<file path="src/rtl/pipes.sv">
// Shared types and constants for the multicycle MIPS controller:
// FSM states, stage-enable bundle, instruction classes and opcode/func codes.
package pipes;

  typedef enum logic [2:0] {
    S_F = 3'd0,
    S_D = 3'd1,
    S_E = 3'd2,
    S_M = 3'd3,
    S_W = 3'd4
  } mcyc_state_t;

  typedef struct packed {
    logic fetch;
    logic decode;
    logic execute;
    logic memory;
    logic writeback;
    logic wb_sel;
  } state_enable_t;

  typedef enum logic [2:0] {
    C_JUMP,
    C_NOP,
    C_BRANCH,
    C_ALU,
    C_MUL,
    C_LOAD,
    C_STORE,
    C_ILLEGAL
  } instr_class_t;

  localparam logic [5:0] F6_R_TYPE = 6'h00;
  localparam logic [5:0] F6_J      = 6'h02;
  localparam logic [5:0] F6_BEQ    = 6'h04;
  localparam logic [5:0] F6_ADDI   = 6'h08;
  localparam logic [5:0] F6_LW     = 6'h23;
  localparam logic [5:0] F6_SW     = 6'h2B;
  localparam logic [5:0] F6_NOP    = 6'h00;
  localparam logic [5:0] F6_MULT   = 6'h18;

  // Moore decode of the stage enables; wb_sel is filled in from its register.
  function automatic state_enable_t stage_enables(input mcyc_state_t s);
    state_enable_t e;
    e           = '0;
    e.fetch     = (s == S_F);
    e.decode    = (s == S_D);
    e.execute   = (s == S_E);
    e.memory    = (s == S_M);
    e.writeback = (s == S_W);
    return e;
  endfunction

endpackage

</file>
<file path="src/rtl/mcycle_ctrl_decode.sv">
// Combinational instruction classifier: maps op/func onto the small set of
// classes the control FSM sequences on.
module mcyc_decode
  import pipes::*;
(
  input  logic [5:0]   op,
  input  logic [5:0]   func,
  output instr_class_t cls
);

  always_comb begin
    cls = C_ILLEGAL;
    case (op)
      F6_J:      cls = C_JUMP;
      F6_BEQ:    cls = C_BRANCH;
      F6_ADDI:   cls = C_ALU;
      F6_LW:     cls = C_LOAD;
      F6_SW:     cls = C_STORE;
      F6_R_TYPE: begin
        if (func == F6_NOP)       cls = C_NOP;
        else if (func == F6_MULT) cls = C_MUL;
        else                      cls = C_ALU;
      end
      default:   cls = C_ILLEGAL;
    endcase
  end

endmodule

</file>
<file path="src/rtl/mcycle_ctrl.sv">
// Multicycle MIPS control FSM (F/D/E/M/W) with memory handshakes, multi-cycle
// MULT execute and illegal-opcode detection. Counters need MCYC_PERF_CNT_EN.
module mcycle_ctrl
  import pipes::*;
#(
  parameter int MUL_LAT = 4,
  parameter int CNT_W   = 32
) (
  input  logic             clk,
  input  logic             reset,
  input  logic [31:0]      instr,
  input  logic             imem_ack,
  input  logic             dmem_ack,
  output logic             fetch_en,
  output logic             decode_en,
  output logic             execute_en,
  output logic             memory_en,
  output logic             writeback_en,
  output logic             imem_req,
  output logic             dmem_req,
  output logic             dmem_we,
  output logic             ir_we,
  output logic             wb_sel,
  output logic             illegal,
  output logic             retire,
  output logic [CNT_W-1:0] cycle_cnt,
  output logic [CNT_W-1:0] instret_cnt
);

  localparam logic [7:0] MUL_LOAD = 8'(MUL_LAT - 1);

  mcyc_state_t   state_reg, state_next;
  instr_class_t  cls;
  logic [7:0]    mul_cnt_reg;
  logic          wb_sel_reg;
  state_enable_t en;
  logic          unused_instr;

  assign unused_instr = ^instr[25:6];

  mcyc_decode u_decode (
    .op   (instr[31:26]),
    .func (instr[5:0]),
    .cls  (cls)
  );

  // State register
  always_ff @(posedge clk or posedge reset) begin
    if (reset) state_reg <= S_F;
    else       state_reg <= state_next;
  end

  // Next-state logic
  always_comb begin
    state_next = S_F;
    case (state_reg)
      S_F: state_next = imem_ack ? S_D : S_F;
      S_D: begin
        case (cls)
          C_BRANCH, C_ALU, C_MUL, C_LOAD, C_STORE: state_next = S_E;
          default:                                 state_next = S_F;
        endcase
      end
      S_E: begin
        case (cls)
          C_ALU:            state_next = S_W;
          C_MUL:            state_next = (mul_cnt_reg != 8'd0) ? S_E : S_W;
          C_LOAD, C_STORE:  state_next = S_M;
          default:          state_next = S_F;
        endcase
      end
      S_M: begin
        if (!dmem_ack)           state_next = S_M;
        else if (cls == C_LOAD)  state_next = S_W;
        else                     state_next = S_F;
      end
      S_W:     state_next = S_F;
      default: state_next = S_F;
    endcase
  end

  // Output logic
  always_comb begin
    en        = stage_enables(state_reg);
    en.wb_sel = wb_sel_reg;
    imem_req  = (state_reg == S_F);
    ir_we     = (state_reg == S_F) && imem_ack;
    dmem_req  = (state_reg == S_M);
    dmem_we   = (state_reg == S_M) && (cls == C_STORE);
    illegal   = (state_reg == S_D) && (cls == C_ILLEGAL);
    retire    = (state_reg inside {S_D, S_E, S_M, S_W}) && (state_next == S_F) && !illegal;
  end

  assign fetch_en     = en.fetch;
  assign decode_en    = en.decode;
  assign execute_en   = en.execute;
  assign memory_en    = en.memory;
  assign writeback_en = en.writeback;
  assign wb_sel       = en.wb_sel;

  // mul_cnt is loaded on D->E so the first execute cycle already counts.
  always_ff @(posedge clk or posedge reset) begin
    if (reset) begin
      mul_cnt_reg <= 8'd0;
    end else if (state_reg == S_D && state_next == S_E) begin
      mul_cnt_reg <= (cls == C_MUL) ? MUL_LOAD : 8'd0;
    end else if (state_reg == S_E && mul_cnt_reg != 8'd0) begin
      mul_cnt_reg <= mul_cnt_reg - 8'd1;
    end
  end

  always_ff @(posedge clk or posedge reset) begin
    if (reset) begin
      wb_sel_reg <= 1'b0;
    end else if (state_next == S_W) begin
      if (state_reg == S_E)      wb_sel_reg <= 1'b0;
      else if (state_reg == S_M) wb_sel_reg <= 1'b1;
    end
  end

`ifdef MCYC_PERF_CNT_EN
  logic [CNT_W-1:0] cycle_cnt_reg, instret_cnt_reg;

  always_ff @(posedge clk or posedge reset) begin
    if (reset) begin
      cycle_cnt_reg   <= '0;
      instret_cnt_reg <= '0;
    end else begin
      cycle_cnt_reg <= cycle_cnt_reg + 1'b1;
      if (retire) instret_cnt_reg <= instret_cnt_reg + 1'b1;
    end
  end

  assign cycle_cnt   = cycle_cnt_reg;
  assign instret_cnt = instret_cnt_reg;
`else
  assign cycle_cnt   = '0;
  assign instret_cnt = '0;
`endif

endmodule

</file>
<file path="config.mk">
export PLATFORM = sky130hd
export DESIGN_NAME = mcycle_ctrl
export DESIGN_NICKNAME = d
export VERILOG_FILES = /design/src/rtl/pipes.sv /design/src/rtl/mcycle_ctrl_decode.sv /design/src/rtl/mcycle_ctrl.sv
export SDC_FILE = /design/constraint.sdc
export NUM_CORES = 1
export LEC_CHECK = 0
export ABC_AREA = 1
export CELL_PAD_IN_SITES_DETAIL_PLACEMENT = 0
export CELL_PAD_IN_SITES_GLOBAL_PLACEMENT = 1
export CORE_ASPECT_RATIO = 0.6
export CORE_MARGIN = 3
export CORE_UTILIZATION = 21
export CTS_BUF_LIST = sky130_fd_sc_hd__clkbuf_8
export CTS_CLUSTER_DIAMETER = 200
export DETAILED_ROUTE_END_ITERATION = 8
export PLACE_DENSITY = 0.86
export REMOVE_ABC_BUFFERS = 1
export SLEW_MARGIN = 30
export SYNTH_ARGS = -nofsm -noshare
export SYNTH_HDL_FRONTEND = slang
export SYNTH_HIERARCHICAL = 1
export SYNTH_SLANG_ARGS = --single-unit
export TNS_END_PERCENT = 5
</file>
<file path="constraint.sdc">
create_clock -name clk -period 1.4 [get_ports clk]
set_input_delay 0.14 -clock clk [delete_from_list [all_inputs] [get_ports clk]]
set_output_delay 0.14 -clock clk [all_outputs]
set_load 0.005 [all_outputs]
</file>
After elaboration in Yosys (flattened, before gate mapping)
Index checks and enable logic that the tools add are counted.
{"block": "op_classes", "addsub": 1, "n_eq_ne": 18, "n_mux": 15, "reduce_logical": 19}
{"cell": "$eq A3 B3 Y1 const B", "count": 6}
{"cell": "$pmux W3 S6", "count": 1}
{"cell": "$mux W8", "count": 2}
{"cell": "$eq A3 B2 Y1 const B", "count": 5}
{"cell": "$mux W3", "count": 5}
{"cell": "$eq A6 B6 Y1 const B", "count": 2}
{"cell": "$logic_not A6 Y1", "count": 2}
{"cell": "$pmux W3 S4", "count": 1}
{"cell": "$pmux W3 S3", "count": 1}
{"cell": "$reduce_bool A8 Y1", "count": 1}
{"cell": "$sub A8 B1 Y8 const B", "count": 1}
{"cell": "$logic_and A1 B1 Y1", "count": 7}
{"cell": "$eq A6 B2 Y1 const B", "count": 1}
{"cell": "$eq A6 B3 Y1 const B", "count": 1}
{"cell": "$eq A6 B4 Y1 const B", "count": 1}
{"cell": "$eq A6 B5 Y1 const B", "count": 1}
{"cell": "$logic_not A3 Y1", "count": 2}
{"cell": "$reduce_or A5 Y1", "count": 1}
{"cell": "$mux W2", "count": 2}
{"cell": "$reduce_bool A2 Y1", "count": 2}
{"cell": "$reduce_bool A4 Y1", "count": 1}
{"cell": "$eq A3 B1 Y1 const B", "count": 1}
{"cell": "$mux W1", "count": 3}
{"cell": "$reduce_and A2 Y1", "count": 1}
{"cell": "2 further kinds", "count": 2}
{"block": "word_totals", "reg_bits": 12, "word_cells": 56}

Longest topological paths before layout
Gate-level depths: netlist of the first run.
{"block": "logic_depth", "depth_word": 11, "mapped_depth": 15}

By module
Netlist of the first run, hierarchy kept.
{"module": "mcycle_ctrl", "n_inst": 1, "cells_each": 187, "area_each_um2": 1343.8, "seq_area_each_um2": 300.3}
{"module": "mcyc_decode", "n_inst": 1, "cells_each": 42, "area_each_um2": 195.2, "seq_area_each_um2": 0.0}

Worst setup path before layout of the first run
No wires, ideal clock.
{"block": "synth_timing", "kind": "input -> output", "from": "input port instr[29]", "to": "output port retire", "arrival_time_ns": 1.330, "required_time_ns": 1.260, "setup_slack_ns": -0.070, "path_stages": 10, "cell_sequence": "nor2_1 nand3_1 inv_1 nand3_1 nand3_1 nand3_1 nor3_1 nor2_1 nand3_1 nor2_1"}
{"element": "start, declared", "line": "mcycle_ctrl.sv:11", "rtl": "input logic [31:0] instr,"}
{"element": "$eq A6 B6 Y1 (tied with other cells)", "line": "mcycle_ctrl_decode.sv:13", "rtl": "case (op)"}
{"element": "$pmux W3 S6 *", "line": "mcycle_ctrl_decode.sv:13"}
{"element": "named net cls[1]", "line": "mcycle_ctrl.sv:33", "rtl": "instr_class_t cls;"}
{"element": "$eq A3 B3 Y1 *", "line": "mcycle_ctrl.sv:90", "rtl": "illegal = (state_reg == S_D) && (cls == C_ILLEGAL);"}
{"element": "$logic_and A1 B1 Y1 *", "line": "mcycle_ctrl.sv:90"}
{"element": "named net illegal", "line": "mcycle_ctrl.sv:24", "rtl": "output logic illegal,"}
{"element": "$logic_not A1 Y1 *", "line": "mcycle_ctrl.sv:91", "rtl": "retire = (state_reg inside {S_D, S_E, S_M, S_W}) && (state_next == S_F) && !illegal;"}
{"element": "$logic_and A1 B1 Y1 *", "line": "mcycle_ctrl.sv:91"}
{"element": "end, declared", "line": "mcycle_ctrl.sv:25", "rtl": "output logic retire,"}
Mark *: on every way through the listed nets, which the timed path passes. The rest lies on a longest branch.

Final worst setup path of the first run
{"block": "layout_timing", "from": "input port instr[30]", "to": "output port retire"}
{"block": "layout_between", "elab_chain_len": 9}
{"element": "$eq A6 B6 Y1 (tied with other cells)", "line": "mcycle_ctrl_decode.sv:13"}
{"element": "$pmux W3 S6 *", "line": "mcycle_ctrl_decode.sv:13"}
{"element": "named net cls[1]", "line": "mcycle_ctrl.sv:33"}
{"element": "$eq A3 B3 Y1 (tied with other cells)", "line": "mcycle_ctrl.sv:59, mcycle_ctrl.sv:65, mcycle_ctrl.sv:74"}
{"element": "$reduce_or A2 Y1 (tied with other cells)", "line": "mcycle_ctrl.sv:65", "rtl": "case (cls)"}
{"element": "$pmux W3 S3 (tied with other cells)", "line": "mcycle_ctrl.sv:65"}
{"element": "$pmux W3 S4", "line": "mcycle_ctrl.sv:56", "rtl": "case (state_reg)"}
{"element": "$logic_not A3 Y1", "line": "mcycle_ctrl.sv:91"}
{"element": "$logic_and A1 B1 Y1", "line": "mcycle_ctrl.sv:91"}
{"element": "$logic_and A1 B1 Y1 *", "line": "mcycle_ctrl.sv:91"}
Marked as above.

==> results.txt, run 1 <==
Outcome: finished with violations
Failing checks: negative setup slack
Pwr/cell area: 1000 nW/µm²
Crit share post-route: 131%
Async S/R FF share, synth: 100%
Gr usage total: 9.19%
Clock-pin slew on the worst setup and hold paths: 0.06 ns
Boundary pin count: 112
Synth unique cells: 25
DRT iter0 DRCs: 39
Clock skew: 0.00229 ns
Max Cap Viol: 0
CTS root buffer: clkbuf_8
Share of layout cells above drive strength 1: 48.7%
Mapped Cells: 229
Fin crit period: 1.83 ns
Die Height: 72.3 µm
Worst hold path class: in2async
Worst-Margin Slew: 0.518 ns
Die width: 117 µm
Setup CP Type: in2out
Number of synthesized flops with an enable pin: 0
Vias in the first global route: 1,338
Max stage delay on crit path: 0.18 ns
Leak Pwr: 1.27 nW
Post-DP HPWL: 2810 µm
GP Congestion: 0.834
Setup crit end kind: output port
Max reg flops: 8
Layout area overhead: 60.3%
Core area: 6880 µm²
Slew headroom: 65.4%
Ys flop type: dfrtp_1
Antenna diodes: 0
Seq pwr share: 20.4%
Crit path top cell by count: nand3_2
Post-synthesis register bit count: 12
Final setup vio count: 17
Power Internal: 0.00146 W
Die area: 8430 µm²
Min setup slack post-route: -0.434 ns
I/O Buffers: 27
# DRC: 0
RSZ-0062 raised after global routing: true
Crit-path slowest cell: nor2_4
Rows: 23
Gr ovfl total: 0
Area of the multi-input gates: 1170 µm²
Worst VDD drop: 0.420 mV
Final Power: 0.00248 W
Syn Area/Cell: 6.72 µm²
Switching fraction of total power: 41.1%
Synth warn: 6
Clock power share: 15.8%
Fmax: 0.545 GHz
Antenna-violating nets left: 0
Crit-path cells: buf_6, nor2_4, nand3_2, nand3_2, nand3_2, buf_4, nand3_4, nor3_4, buf_4, nor2_2, nand3_1, nor2_1, buf_2
Worst Path Arrival: 1.69 ns
Storage cell area: 300 µm²
Most common cell after layout, fill and taps aside: conb_1
Final Max Tran Viols: 0
Largest net degree at the start of global routing: 13
Vias: 1,494
Vias per cell: 3.76
Cell Area, Synth: 1540 µm²
Nets: 349
Final setup TNS: -3.64 ns
H-Tree Depth: 1
Final hold vios: 0
Fill cell total of the finished layout: 691
CTS Buffer Depth: 2
CTS buffer count: 3
CP Launch Type: primary input
CTS Hold Bufs: 0
Max FO, Critical Path: 4
Clk_lat worst skew: 0.25 ns
Most frequent cells in the layout: 64 x conb_1, 39 x buf_4, 23 x buf_6
First-pass iteration count of the detailed router: 4
Initial antenna violation count: 0
Register area share after synthesis: 19.5%
Combinational share of power: 63.8%
First-pass GRT wire length: 6150 µm
# clock sinks: 12
Total routed wirelength: 4160 µm
NetSw: 0.00102 W
CTS tree: done
Worst EP required: 1.26 ns
WL per Instance: 10.5 µm
Initial Utilization: 22.4%
routing by layer:
layer	vias up	wire, µm	GRT usage, %	share of wire (%)
met5	-	0	0	0
met4	0	47	2.70	1.1
met3	6	324	2.25	7.8
met2	57	2180	16.0	52
met1	683	1620	11.3	39
li1	748	-	-	-
cells by family (layout without fill, tap and decap cells):
family	count (synthesis)	after routing	share of synthesized area (%)
other	1	64	0.244
xor gates and xnor gates	3	3	1.71
adders and majority gates	2	2	1.63
and+or+nand+nor	103	103	32.7
DFF	12	12	19.5
buffers and inverters	96	114	39.7
AOI/OAI and AO/OA	12	12	4.55
cell type report:
cell class / count / share of cell area, %
Multi-Input combinational cell: 184 / 47.6
Timing Repair Buffer: 80 / 28.8
Sequential cell: 12 / 12.2
Inverter: 30 / 4.87
Tap cell: 87 / 4.41
Clock buffer: 4 / 2.23
cell usage after synthesis (2+ instances only):
cell,number,area share (%)
inv_1,26,6.3
o21ai_0,7,2.3
nand2_1,35,8.5
nand2_2,2,0.81
nor2_1,25,6.1
nand3_1,24,7.8
nand4_1,3,1.2
a21oi_1,2,0.65
nand3b_1,2,0.98
nand3_2,2,1.3
nor2_2,4,1.6
ha_1,2,1.6
dfrtp_1,12,20
o21ai_2,2,1.1
buf_4,66,32
nor3_1,2,0.65
xor2_1,3,1.7
inv_2,3,0.73
critical path: cells and delay by family:
family / cells / cell delay (ns)
buffers and inverters: 4 / 0.52
and+or+nand+nor: 9 / 1.01
stage by stage:
stage,area [µm²],hold WS [ns],setup slack [ns],utilization (%),std cells
floorplan,1280,0.00470,-0.0707,-,226
global placement,1890,0.467,-1.14,27.5,371
detailed placement,1890,0.470,-1.21,27.5,371
CTS,2350,0.281,-0.324,34.2,393
global route,2470,0.323,-0.538,35.9,397
finish,2470,0.249,-0.434,35.9,397
power groups by stage:
stage / Sequential, W / Clock (W) / Combinational (W)
finish: 0.000506 / 0.000391 / 0.00158
global route: 0.000521 / 0.000418 / 0.00175
CTS: 0.000507 / 0.000395 / 0.00150
detailed placement: 0.000510 / 0 / 0.00130
global placement: 0.000504 / 0 / 0.00129
floorplan: 0.000521 / 0 / 0.000673
timing repair:
action                                  CTS  global route
buffers inserted                         19             4
endpoints found under the setup margin   23            21
pin swaps                                43            22
gates resized for setup                 167            25
hold endpoints to repair                  0             0
final timing paths:
| check | slack, ns | endpoint | depth (start not counted) | start |
|---|---|---|---|---|
| min reg2reg | 0.48 | mul_cnt_reg[6]$_DFFE_PP0P_ | 2 | mul_cnt_reg[6]$_DFFE_PP0P_ |
| min in group clk | 0.48 | mul_cnt_reg[6]$_DFFE_PP0P_ | 2 | mul_cnt_reg[6]$_DFFE_PP0P_ |
| max reg2reg | -0.27 | wb_sel$_DFFE_PP0P_ | 12 | mul_cnt_reg[3]$_DFFE_PP0P_ |
| max in group asynchronous | 0.81 | mul_cnt_reg[6]$_DFFE_PP0P_ | 2 | reset |
| min | 0.25 | mul_cnt_reg[7]$_DFFE_PP0P_ | 2 | reset |
| max | -0.43 | retire | 13 | instr[30] |
Power figures use the tool's default switching activity.
==> run 2, diff against run 1 <==
- CORE_MARGIN: 3 -> 4
==> run 2 against run 1 <==
  * Via count up 4.4%
  * Count of clock-buffer cells in the layout down 1
  * First-iteration DRC count up 18%
  * Final area down 1.1%
  * The flow still finishes with violations (negative setup slack)
  * Flip-flop and latch count unchanged
==> results.txt, run 2 (synthesis gave the netlist of run 1 again) <==
Initial antenna violation count: 0 (unchanged)
Boundary pin count: 112 (unchanged)
Max reg flops: 8 (unchanged)
GP Congestion: 0.868 (+4.1%)
Worst Path Arrival: 1.95 ns (+0.26 ns)
Max FO, Critical Path: 4 (unchanged)
R2R setup slack: -0.36 ns (-0.09 ns)
Critical Path Start: instr[30]
Die Height: 74.3 µm (+2.8%)
Total routed wirelength: 4440 µm (+6.7%)
Gr ovfl total: 0 (unchanged)
Nets: 356 (+2.0%)
I/O Buffers: 27 (unchanged)
Pre-CTS WS: -1.14 ns (+0.0725 ns)
Placed Area: 1910 µm² (+1.2%)
WL per Instance: 11.0 µm (+5.1%)
Gr usage total: 9.13% (-0.064 points)
Vias: 1,560 (+4.4%)
CTS buffer count: 3 (unchanged)
Die area: 8810 µm² (+4.5%)
First-pass GRT wire length: 6540 µm (+6.3%)
Fin crit period: 1.77 ns (-0.0640 ns)
Max Cap Viol: 0 (unchanged)
Worst VDD drop: 0.346 mV (-18%)
Final setup vio count: 20 (+3)
Most frequent cells in the layout: 64 x conb_1, 52 x buf_4, 18 x nand2_1
Rows: 23 (unchanged)
Crit share post-route: 126% (-4.6 points)
Worst Setup EP: state_reg[1]$_DFF_PP0_
Layout area overhead: 58.6%
Worst hold path class: in2async
CTS Buffer Depth: 2 (unchanged)
First-pass iteration count of the detailed router: 4 (unchanged)
Reg2reg path depth: 12 (unchanged)
Worst-Margin Slew: 0.510 ns (-0.00800 ns)
Pwr/cell area: 987 nW/µm² (-1.7%)
Outcome: finished with violations
Clk_lat worst skew: 0.24 ns (about the same)
Setup crit end kind: flip-flop
Slew headroom: 65.9% (+0.53 points)
FF-to-FF Start: state_reg[1]$_DFF_PP0_
Final hold vios: 0 (unchanged)
# clock sinks: 12 (unchanged)
DRT iter0 DRCs: 46 (+18%)
Largest net degree at the start of global routing: 13 (unchanged)
Failing checks: negative setup slack
Most common cell after layout, fill and taps aside: conb_1
Antenna-violating nets left: 0 (unchanged)
CP Launch Type: primary input
Initial Utilization: 22.4% (unchanged)
Fmax: 0.565 GHz (+3.6%)
Antenna diodes: 0 (unchanged)
Vias per cell: 3.87 (+2.9%)
Vias in the first global route: 1,417 (+5.9%)
R2R Path End: state_reg[1]$_DFF_PP0_
Die width: 119 µm (+1.7%)
Core area: 6880 µm² (unchanged)
Post-DP HPWL: 3130 µm (+11%)
RSZ-0062 raised after global routing: true
Leak Pwr: 1.28 nW (+1.0%)
Clock-pin slew on the worst setup and hold paths: 0.05 ns (about the same)
# DRC: 0 (unchanged)
Clock skew: 0.00243 ns (+0.000141 ns)
CTS root buffer: clkbuf_8
Final setup TNS: -4.22 ns (-0.581 ns)
Design area: 2440 µm² (-1.1%)
Setup CP Type: in2reg
Min setup slack post-route: -0.370 ns (+0.0640 ns)
Final Max Tran Viols: 0 (unchanged)
H-Tree Depth: 1 (unchanged)
CTS tree: done
Worst EP required: 1.58 ns (+0.32 ns)
Share of layout cells above drive strength 1: 50.3% (+1.6 points)
[run 2: changes by cell type in the layout (fill, tap and decap cells not counted), sizes merged]
cell | before | now
clkbuf | 5 | 3
buf | 71 | 78
dlygate4sd2 | 0 | 2
clkdlybuf4s50 | 6 | 5
[run 2: critical path: stages]
cell and delay (ns):
buf_8 0.10, nor2_4 0.19, nand3_2 0.12, inv_2 0.09, nand3_1 0.09, nand3_2 0.14
buf_6 0.13, nor2_4 0.03, inv_2 0.05, nand3_4 0.08, nand2_2 0.08, inv_2 0.04
buf_4 0.12, buf_4 0.12, buf_4 0.12, buf_4 0.12, buf_4 0.12, nand3_1 0.07
[run 2: worst min-delay path by stage]
stage / cells after the start / start / to
after CTS: 2 / reset / state_reg[2]$_DFF_PP0_
final: 2 / reset / mul_cnt_reg[3]$_DFFE_PP0P_
after floorplan: 1 / reset / mul_cnt_reg[0]$_DFFE_PP0P_
after global placement: 2 / mul_cnt_reg[6]$_DFFE_PP0P_ / mul_cnt_reg[6]$_DFFE_PP0P_
after global routing: 2 / reset / mul_cnt_reg[1]$_DFFE_PP0P_
after detailed placement: 2 / mul_cnt_reg[6]$_DFFE_PP0P_ / mul_cnt_reg[6]$_DFFE_PP0P_
[run 2: routing by layer]
| metal | vias to the layer above | global-route usage, % | share of wire, % |
|---|---|---|---|
| met3 | 10 | 1.75 | 5.7 |
| met4 | 0 | 3.34 | 1.8 |
| met5 | - | 0 | 0 |
| li1 | 758 | - | - |
| met1 | 726 | 11.5 | 42 |
| met2 | 66 | 15.9 | 50 |
[run 2: final cells by class]
type                       instances  area (µm²)
inverter                          30         120
tap                               87         109
fill                             693        4440
clock buffer                       3        41.3
timing repair buffer              87         728
multi-input combinational        184        1140
sequential                        12         300
[run 2: timing repair]
action,in CTS,in global routing
cloned,0,0
setup buffers,23,3
endpoints found under the setup margin,23,20
resized for setup,154,33
pin swaps,39,23
hold buffers,0,0
hold endpoints to repair,0,0
[run 2: stage by stage]
stage	total power, W	hold WS [ns]	cells	utilization, %
2_1_floorplan	0.00119	0.00470	226	-
3_3_place_gp	0.00180	0.469	374	27.8
3_5_place_dp	0.00183	0.474	374	27.8
4_1_cts	0.00231	0.266	400	33.6
5_1_grt	0.00263	0.322	403	35.5
6_report	0.00241	0.239	403	35.5
[run 2: where the power goes]
part / leakage [nW] / total, W / internal, W / switching, W
registers: 0.157 / 0.000507 / 0.000455 / 0.0000516
logic: 1.11 / 0.00157 / 0.000752 / 0.000822
clock network: 0.0216 / 0.000327 / 0.000190 / 0.000136
